**config.mk**
```make
export PLATFORM = sky130hd
export DESIGN_NAME = irq_dispatch
export DESIGN_NICKNAME = d
export VERILOG_FILES = /design/src/rtl/irq_pkg.sv /design/src/rtl/irq_fifo.sv /design/src/rtl/irq_dispatch.sv
export SDC_FILE = /design/constraint.sdc
export NUM_CORES = 1
export LEC_CHECK = 0
export ABC_AREA = 1
export BUFFER_PORTS_ARGS = -buffer_cell sky130_fd_sc_hd__clkbuf_2
export CORE_UTILIZATION = 55
export DETAILED_ROUTE_END_ITERATION = 16
export PLACE_DENSITY = 0.78
export SLEW_MARGIN = 20
export SYNTH_ARGS = -nofsm -noshare
export SYNTH_HDL_FRONTEND = slang
export SYNTH_SLANG_ARGS = --single-unit
export TNS_END_PERCENT = 20
```
**constraint.sdc**
```tcl
create_clock -name clk -period 2.4 [get_ports clk]
set_input_delay 0 -clock clk [delete_from_list [all_inputs] [get_ports clk]]
set_output_delay 0 -clock clk [all_outputs]
set_load 0.02 [all_outputs]
```
**src/rtl/irq_pkg.sv**
```systemverilog
// Shared definitions for the interrupt dispatcher: FSM encoding, default
// vector layout and the source-address to vector mapping.
package irq_pkg;

    typedef enum logic [1:0] {
        ST_IDLE    = 2'd0,
        ST_REQ     = 2'd1,
        ST_SERVICE = 2'd2
    } irq_state_e;

    localparam int unsigned VEC_BASE_DEF   = 32'h20;
    localparam int unsigned VEC_STRIDE_DEF = 32'd4;

    // 32-bit arithmetic; the caller truncates to its vector width, so the
    // result wraps modulo 2**VEC_W.
    function automatic int unsigned addr_to_vec(input int unsigned addr,
                                                input int unsigned base,
                                                input int unsigned stride);
        return base + addr * stride;
    endfunction

endpackage

```
**src/rtl/irq_fifo.sv**
```systemverilog
// Small synchronous FIFO with show-ahead read data. A push on a full FIFO is
// accepted only when a pop frees a slot in the same cycle.
module irq_fifo #(
    parameter int WIDTH = 2,
    parameter int DEPTH = 4
) (
    input  logic                         clk,
    input  logic                         rst_n,
    input  logic                         push,
    input  logic                         pop,
    input  logic [WIDTH-1:0]             wdata,
    output logic [WIDTH-1:0]             rdata,
    output logic                         full,
    output logic                         empty,
    output logic [$clog2(DEPTH+1)-1:0]   count
);

    localparam int PTR_W = $clog2(DEPTH);
    localparam int CNT_W = $clog2(DEPTH + 1);

    logic [WIDTH-1:0] mem_q [DEPTH];
    logic [WIDTH-1:0] mem_d [DEPTH];
    logic [PTR_W-1:0] wr_ptr_q, wr_ptr_d;
    logic [PTR_W-1:0] rd_ptr_q, rd_ptr_d;
    logic [CNT_W-1:0] count_q, count_d;
    logic             do_push;
    logic             do_pop;

    assign full    = (count_q == CNT_W'(DEPTH));
    assign empty   = (count_q == '0);
    assign do_pop  = pop && !empty;
    assign do_push = push && (!full || do_pop);
    assign rdata   = mem_q[rd_ptr_q];
    assign count   = count_q;

    always_comb begin
        mem_d    = mem_q;
        wr_ptr_d = wr_ptr_q;
        rd_ptr_d = rd_ptr_q;
        count_d  = count_q;
        if (do_push) begin
            mem_d[wr_ptr_q] = wdata;
            wr_ptr_d        = wr_ptr_q + 1'b1;
        end
        if (do_pop) begin
            rd_ptr_d = rd_ptr_q + 1'b1;
        end
        if (do_push && !do_pop) begin
            count_d = count_q + 1'b1;
        end else if (!do_push && do_pop) begin
            count_d = count_q - 1'b1;
        end
    end

    always_ff @(posedge clk or negedge rst_n) begin
        if (!rst_n) begin
            for (int i = 0; i < DEPTH; i++) begin
                mem_q[i] <= '0;
            end
            wr_ptr_q <= '0;
            rd_ptr_q <= '0;
            count_q  <= '0;
        end else begin
            mem_q    <= mem_d;
            wr_ptr_q <= wr_ptr_d;
            rd_ptr_q <= rd_ptr_d;
            count_q  <= count_d;
        end
    end

endmodule

```
**src/rtl/irq_dispatch.sv**
```systemverilog
// Queues interrupt events from the controller and hands them to the CPU one at
// a time through a req/ack handshake followed by an end-of-interrupt.
//
// state   | meaning
// IDLE    | nothing in flight; pops the FIFO and loads the vector when non-empty
// REQ     | vector presented, cpu_irq_req asserted, waiting for ack
// SERVICE | acknowledged, busy asserted, waiting for EOI
module irq_dispatch
    import irq_pkg::*;
#(
    parameter int          ADDR_W     = 2,
    parameter int          FIFO_DEPTH = 4,
    parameter int          VEC_W      = 8,
    parameter int unsigned VEC_BASE   = VEC_BASE_DEF,
    parameter int unsigned VEC_STRIDE = VEC_STRIDE_DEF
) (
    input  logic                              clk,
    input  logic                              rst_n,
    input  logic                              int_in,
    input  logic [ADDR_W-1:0]                 irq_addr_in,
    output logic                              cpu_irq_req,
    output logic [VEC_W-1:0]                  cpu_irq_vector,
    input  logic                              cpu_irq_ack,
    input  logic                              cpu_eoi,
    output logic                              busy,
    output logic [$clog2(FIFO_DEPTH+1)-1:0]   pending_cnt,
    output logic                              overflow,
    input  logic                              clr_overflow
);

    irq_state_e         state_q, state_d;
    logic               int_q;
    logic               req_q, req_d;
    logic               busy_q, busy_d;
    logic               ovf_q, ovf_d;
    logic [VEC_W-1:0]   vec_q, vec_d;

    logic               evt;
    logic               fifo_pop;
    logic               fifo_full;
    logic               fifo_empty;
    logic [ADDR_W-1:0]  fifo_rdata;

    assign evt      = int_in & ~int_q;
    assign fifo_pop = (state_q == ST_IDLE) && !fifo_empty;

    irq_fifo #(
        .WIDTH (ADDR_W),
        .DEPTH (FIFO_DEPTH)
    ) u_fifo (
        .clk   (clk),
        .rst_n (rst_n),
        .push  (evt),
        .pop   (fifo_pop),
        .wdata (irq_addr_in),
        .rdata (fifo_rdata),
        .full  (fifo_full),
        .empty (fifo_empty),
        .count (pending_cnt)
    );

    // A drop in the same cycle as a clear leaves the flag set.
    always_comb begin
        ovf_d = ovf_q;
        if (evt && fifo_full && !fifo_pop) begin
            ovf_d = 1'b1;
        end else if (clr_overflow) begin
            ovf_d = 1'b0;
        end
    end

    // req rises one cycle after entering REQ; ack is only honoured once the
    // CPU can actually have seen the request.
    always_comb begin
        state_d = state_q;
        req_d   = req_q;
        busy_d  = busy_q;
        vec_d   = vec_q;
        case (state_q)
            ST_IDLE: begin
                req_d  = 1'b0;
                busy_d = 1'b0;
                if (fifo_pop) begin
                    vec_d   = VEC_W'(addr_to_vec(32'(fifo_rdata), VEC_BASE, VEC_STRIDE));
                    state_d = ST_REQ;
                end
            end
            ST_REQ: begin
                busy_d = 1'b0;
                if (req_q && cpu_irq_ack) begin
                    state_d = ST_SERVICE;
                    req_d   = 1'b0;
                    busy_d  = 1'b1;
                end else begin
                    req_d = 1'b1;
                end
            end
            ST_SERVICE: begin
                req_d  = 1'b0;
                busy_d = 1'b1;
                if (cpu_eoi) begin
                    state_d = ST_IDLE;
                    busy_d  = 1'b0;
                end
            end
            default: begin
                state_d = ST_IDLE;
                req_d   = 1'b0;
                busy_d  = 1'b0;
            end
        endcase
    end

    always_ff @(posedge clk or negedge rst_n) begin
        if (!rst_n) begin
            state_q <= ST_IDLE;
            int_q   <= 1'b0;
            req_q   <= 1'b0;
            busy_q  <= 1'b0;
            ovf_q   <= 1'b0;
            vec_q   <= '0;
        end else begin
            state_q <= state_d;
            int_q   <= int_in;
            req_q   <= req_d;
            busy_q  <= busy_d;
            ovf_q   <= ovf_d;
            vec_q   <= vec_d;
        end
    end

    assign cpu_irq_req    = req_q;
    assign busy           = busy_q;
    assign cpu_irq_vector = vec_q;
    assign overflow       = ovf_q;

endmodule
```
* Word-level counts from Yosys, hierarchy flattened
Cells that the tools add are included.
** Word-level totals
- Register bits after elaboration :: 29
- Bits in latches :: 0
- Memory bits (writable) :: 0
- Bits in read-only memories :: 0
- Input port bits :: 8
- Output and inout port bits :: 14
- Memories :: 0
** Cells by class
- Add/sub/neg operators :: 5
- Multipliers :: 0
- Divide/modulo/power cells :: 0
- Magnitude comparators :: 3
- Equal/unequal tests :: 6
- Shift-type cells :: 0
- Multiplexer cells :: 19
- Bitwise operators :: 4
- Reduce and logical (&&, ||, !) cells :: 21
** Operators by type and width (count)
- 2-bit two-way mux :: 6
- 1-bit logical AND :: 9
- 8-bit bitwise mux :: 1
- 6-bit by 4-bit adder with 7-bit output, first input constant :: 1
- 3-bit >= comparator, second input constant :: 2
- 1-bit two-way mux :: 6
- 3-bit two-way mux :: 2
- 2-bit inequality test, second input constant :: 3
- 2-bit inverter with 3-bit output :: 2
- 2-bit case mux with 3 select lines :: 1
- 1-bit logical NOT :: 5
- 2-bit by 1-bit adder with 2-bit output, second input constant :: 2
- 2-bit binary-select mux with 2-bit select :: 1
- 2-bit demux with 2-bit select :: 1
- 2-bit nonzero test :: 2
- 3-bit by 1-bit adder with 3-bit output, second input constant :: 1
- 3-bit equality test, second input constant :: 1
- 3-bit logical NOT :: 1
- 3-bit by 1-bit < comparator with 1-bit output, second input constant :: 1
- 3-bit AND reduction :: 1
- 3-bit by 1-bit subtractor with 3-bit output, second input constant :: 1
- 2-bit by 1-bit equality test with 1-bit output, second input constant :: 1
- 2-bit equality test, second input constant :: 1
- 2-bit logical NOT :: 1
- other kinds (5) :: 5

* Depth between registers and ports, before layout
- Depth after elaboration :: 10
- Depth in mapped cells :: 13

* Cells and area by module
From an unflattened synthesis, not the netlist that was laid out.
** Unflattened totals
- Cells, all modules :: 145
- Area, all modules :: 1296.2 um^2
** By module, submodules not included
- irq_fifo :: times used 1, cells each 93, area each 828.3 um^2, sequential area each 375.4 um^2
- irq_dispatch :: times used 1, cells each 52, area each 467.9 um^2, sequential area each 225.2 um^2

* Worst setup path after synthesis
OpenSTA, ideal clock, no wires.
- Path kind :: reg2reg
- Start :: reg state_q[0]
- End :: reg u_fifo.count_q[2] (netlist: u_fifo.count[2])
- Setup time :: 0.126 ns
- Arrival :: 1.889 ns
- Data required time :: 2.274 ns
- Setup slack :: 0.385 ns
- Stages on the path, launching flop included :: 13
- Path buffers :: 0
- Path through :: dfrtp_1 -> inv_1 -> ha_1 -> nor2_2 -> nand2_2 -> nand2_1 -> inv_1 -> ha_1 -> inv_1 -> fa_1 -> nand2_1 -> nand3_1 -> xor2_1
** Between the ends
- Longest elaborated chain between the ends :: 8
** Ends and longest elaborated chain
- start: declaration :: line irq_dispatch.sv:31 : irq_state_e state_q, state_d;
- start signal: assignment :: line irq_dispatch.sv:123 : state_q <= state_d;
- 2-bit logical NOT * :: line irq_dispatch.sv:45 : assign fifo_pop = (state_q == ST_IDLE) && !fifo_empty;
- 1-bit logical AND * :: line irq_dispatch.sv:45
- 1-bit logical AND * :: line irq_fifo.sv:31 : assign do_pop = pop && !empty;
- 1-bit logical OR * :: line irq_fifo.sv:32 : assign do_push = push && (!full || do_pop);
- 1-bit logical AND * :: line irq_fifo.sv:32
- named net u_fifo.do_push :: line irq_fifo.sv:26 : logic do_push;
- 1-bit logical NOT :: line irq_fifo.sv:50 : end else if (!do_push && do_pop) begin
- 1-bit logical AND :: line irq_fifo.sv:50
- 2-bit nonzero test (no line)
- end signal: assignment :: line irq_fifo.sv:67 : count_q <= count_d;
- end: declaration :: line irq_fifo.sv:25 : logic [CNT_W-1:0] count_q, count_d;
Mark *: on every way through the listed nets, which the timed path passes. The rest lies on a longest branch.
A chain may end at the register's enable or synchronous reset.

* Worst setup path in the final report
Same ends and word-level chain as after synthesis.

==> impl_metrics.toml <==
[run_status]
status = "finished clean"

[clock_tree]
clockBufferDepth = 2
cts_tree = "yes"
cts-buffers-inserted = 3
numClockSinks = 24
h-tree-depth = 1
root_buffer = "clkbuf_4"
path_clk_slew_ns = 0.13
clk_latency_ns = 0.32

[power]
cellLeakagePower_nw = 0.863
vdd_drop_max_mv = 0.819
p_per_area_nw_per_um2 = 1210

[routing]
vias = 1043
dr.pass1.iters = 6
viasPerCell = 4.90
drt-initial-drc-count = 20
drt-total-wl_mm = 2.45
ant_nets = 0
drc = 0
post_drt_wl_per_cell_um = 11.5

[grt]
antenna_found_initial = 0
grt-ovfl-total = 0
grt_use_total_pct = 21.3
grt_max_degree = 25
grt_pass1_vias = 1018
grt_first_pass_wirelength_mm = 4.11

[yosys]
synthMuxAreaShare_pct = 0
synth_cell_types = 21
synth_fa_ha_area_share_pct = 10.8
yosys.area.top_type = "dfrtp_1"
synth_top_family_by_area = "simple AND/OR/NAND/NOR gates"
ys_ff_latch = 24
synth_area_per_cell_um2 = 8.47
synth_xor_area_share_pct = 2.62
synthSimpleGateAreaFrac_pct = 28.9
seq_area_frac_synth_pct = 44.9
yosys_warnings = 0
async_reset_ff_share_pct = 100
synth_area_um2 = 1340
synth.top_cells.by_count = "nand2_1, dfrtp_1, inv_1"
netlist.area_leader.share_pct = 44.9
synth-compound-area-share_pct = 1.31
ys.flop_type = "dfrtp_1"
synth-edff-count = 0
synth_cells = 158
yosysMostFrequentCell = "nand2_1"
synth_area_leaders = "dfrtp_1, nand2_1, ha_1"

[worst_setup_path]
ff2ff_path_depth = 13
worst-setup-path-type = "flop to flop"
r2r_end = "u_fifo.count[2]$_DFFE_PN0P_"
crit_path_max_fanout = 4
r2r_start = "state_q[0]$_DFFE_PN0P_"
end_kind = "flop"
critPathArrivalTime_ns = 2.38
ff2ff_setup_slack_ns = 0.27
critPathLaunchType = "flop"
required_ns = 2.65

[layout]
syn_to_final_growth_pct = 15.5
finalNonFillerCells = 213
antenna_cells = 0
fin_nets = 205
drive_gt1_share_pct = 17.3
multi_input_area_um2 = 606
seq_area_um2 = 601
stdcell_area_um2 = 1550
fill_cells = 192

[worst_hold_path]
holdCritPathClass = "input port to async pin"

[floorplanning]
dieArea_um2 = 2640
num_io_pins = 22
core_area_um2 = 2250
rows = 17
die_h_um = 51.3
initial_core_util_pct = 59.4
fp.dieW_um = 51.3

[placed_design]
port_buffers = 16
dp_hpwl_mm = 1.79
placedCellCount = 201
place_area_um2 = 1430
gp_congestion = 0.720

[timing]
slew_headroom_pct = 60.1
fin_hold_ws_ns = 0.196
tns_ns = 0
tightest_slew_ns = 0.598
period_share_pct = 88.8
hold_violations = 0
period_needed_ns = 2.13
grt_setup_unrepaired = "no"
finClkSkew_ns = 0.00403
slew_viol_final = 0
setup_viol = 0
max_freq_mhz = 469

[job]
timing.max_cap.violations = 0
-- logic make-up after synthesis --
logic type,Yosys count
simple gates,83
buf+inv,32
compound gates,3
flops,24
fa+ha+maj,11
xor+xnor,4
other cells,1
-- worst max-delay path, cell delays in order (launching register included) --
cell and delay [ns]:
dfrtp_1 0.44, inv_1 0.12, ha_2 0.24, nor2_2 0.06, nand2_2 0.06, nand2_1 0.08, inv_1 0.10, ha_1 0.17
inv_1 0.06, fa_1 0.38, inv_1 0.07, nand2_1 0.04, nand3_1 0.09, xor2_1 0.15
-- final cells by class --
type	instances	area share [%]
clock buffers	4	2.35
inverters	25	6.07
multi-input cells	106	39.2
flip-flops and latches	24	38.8
well taps	28	2.27
repair buffers	26	11.3
-- repair_timing --
item                                    in CTS  in global routing
setup buffers                                0                  0
endpoints found under the setup margin       0                  1
hold buffers                                 8                  0
hold endpoints to repair                    36                  0
resized for setup                            0                  1
-- sequential cells by signal (all words and copies together) (netlist names) --
register,count
int_q,1
state_q,2
u_fifo.rd_ptr_q,2
u_fifo.wr_ptr_q,2
u_fifo.mem_q,8
cpu_irq_req,1
u_fifo.count,3
busy,1
cpu_irq_vector,3
overflow,1
-- worst max-delay path by stage --
stage,from,to,depth (start not counted)
after floorplan,state_q[0]$_DFFE_PN0P_,u_fifo.count[2]$_DFFE_PN0P_,12
after global placement,state_q[0]$_DFFE_PN0P_,u_fifo.count[2]$_DFFE_PN0P_,12
after detailed placement,state_q[0]$_DFFE_PN0P_,u_fifo.count[2]$_DFFE_PN0P_,12
after CTS,state_q[0]$_DFFE_PN0P_,u_fifo.count[2]$_DFFE_PN0P_,13
after global routing,state_q[0]$_DFFE_PN0P_,u_fifo.count[2]$_DFFE_PN0P_,13
final,state_q[0]$_DFFE_PN0P_,u_fifo.count[2]$_DFFE_PN0P_,13
-- stage by stage --
stage / worst slack, ns / utilization, % / power [mW]
finish: 0.269 / 68.6 / 1.88
detailed placement: 0.265 / 63.3 / 1.65
global placement: 0.359 / 63.3 / 1.59
global route: 0.0416 / 68.6 / 2.05
CTS: 0.244 / 68.5 / 1.88
floorplan: 0.385 / - / 1.42
-- metal layers --
metal	global-route usage (%)	up-vias	part of all wire (%)
met3	2.98	4	3.1
li1	-	533	-
met2	37.9	32	49
met5	0	-	0
met1	24.6	474	46
met4	11.3	0	1.5
-- cell usage in the layout, fill, tap and decap left out, drive strengths merged, types with 3 or more instances in the layout --
cell         count
nand2           57
dfrtp           24
nand3           14
clkbuf          20
ha              10
nor2             3
inv             25
nand4            8
conb             5
dlygate4sd3      8
-- power by group --
part | internal (mW) | switching (mW)
clock | 0.0928 | 0.124
sequential | 0.576 | 0.149
combinational | 0.360 | 0.577
Power figures use the tool's default switching activity.
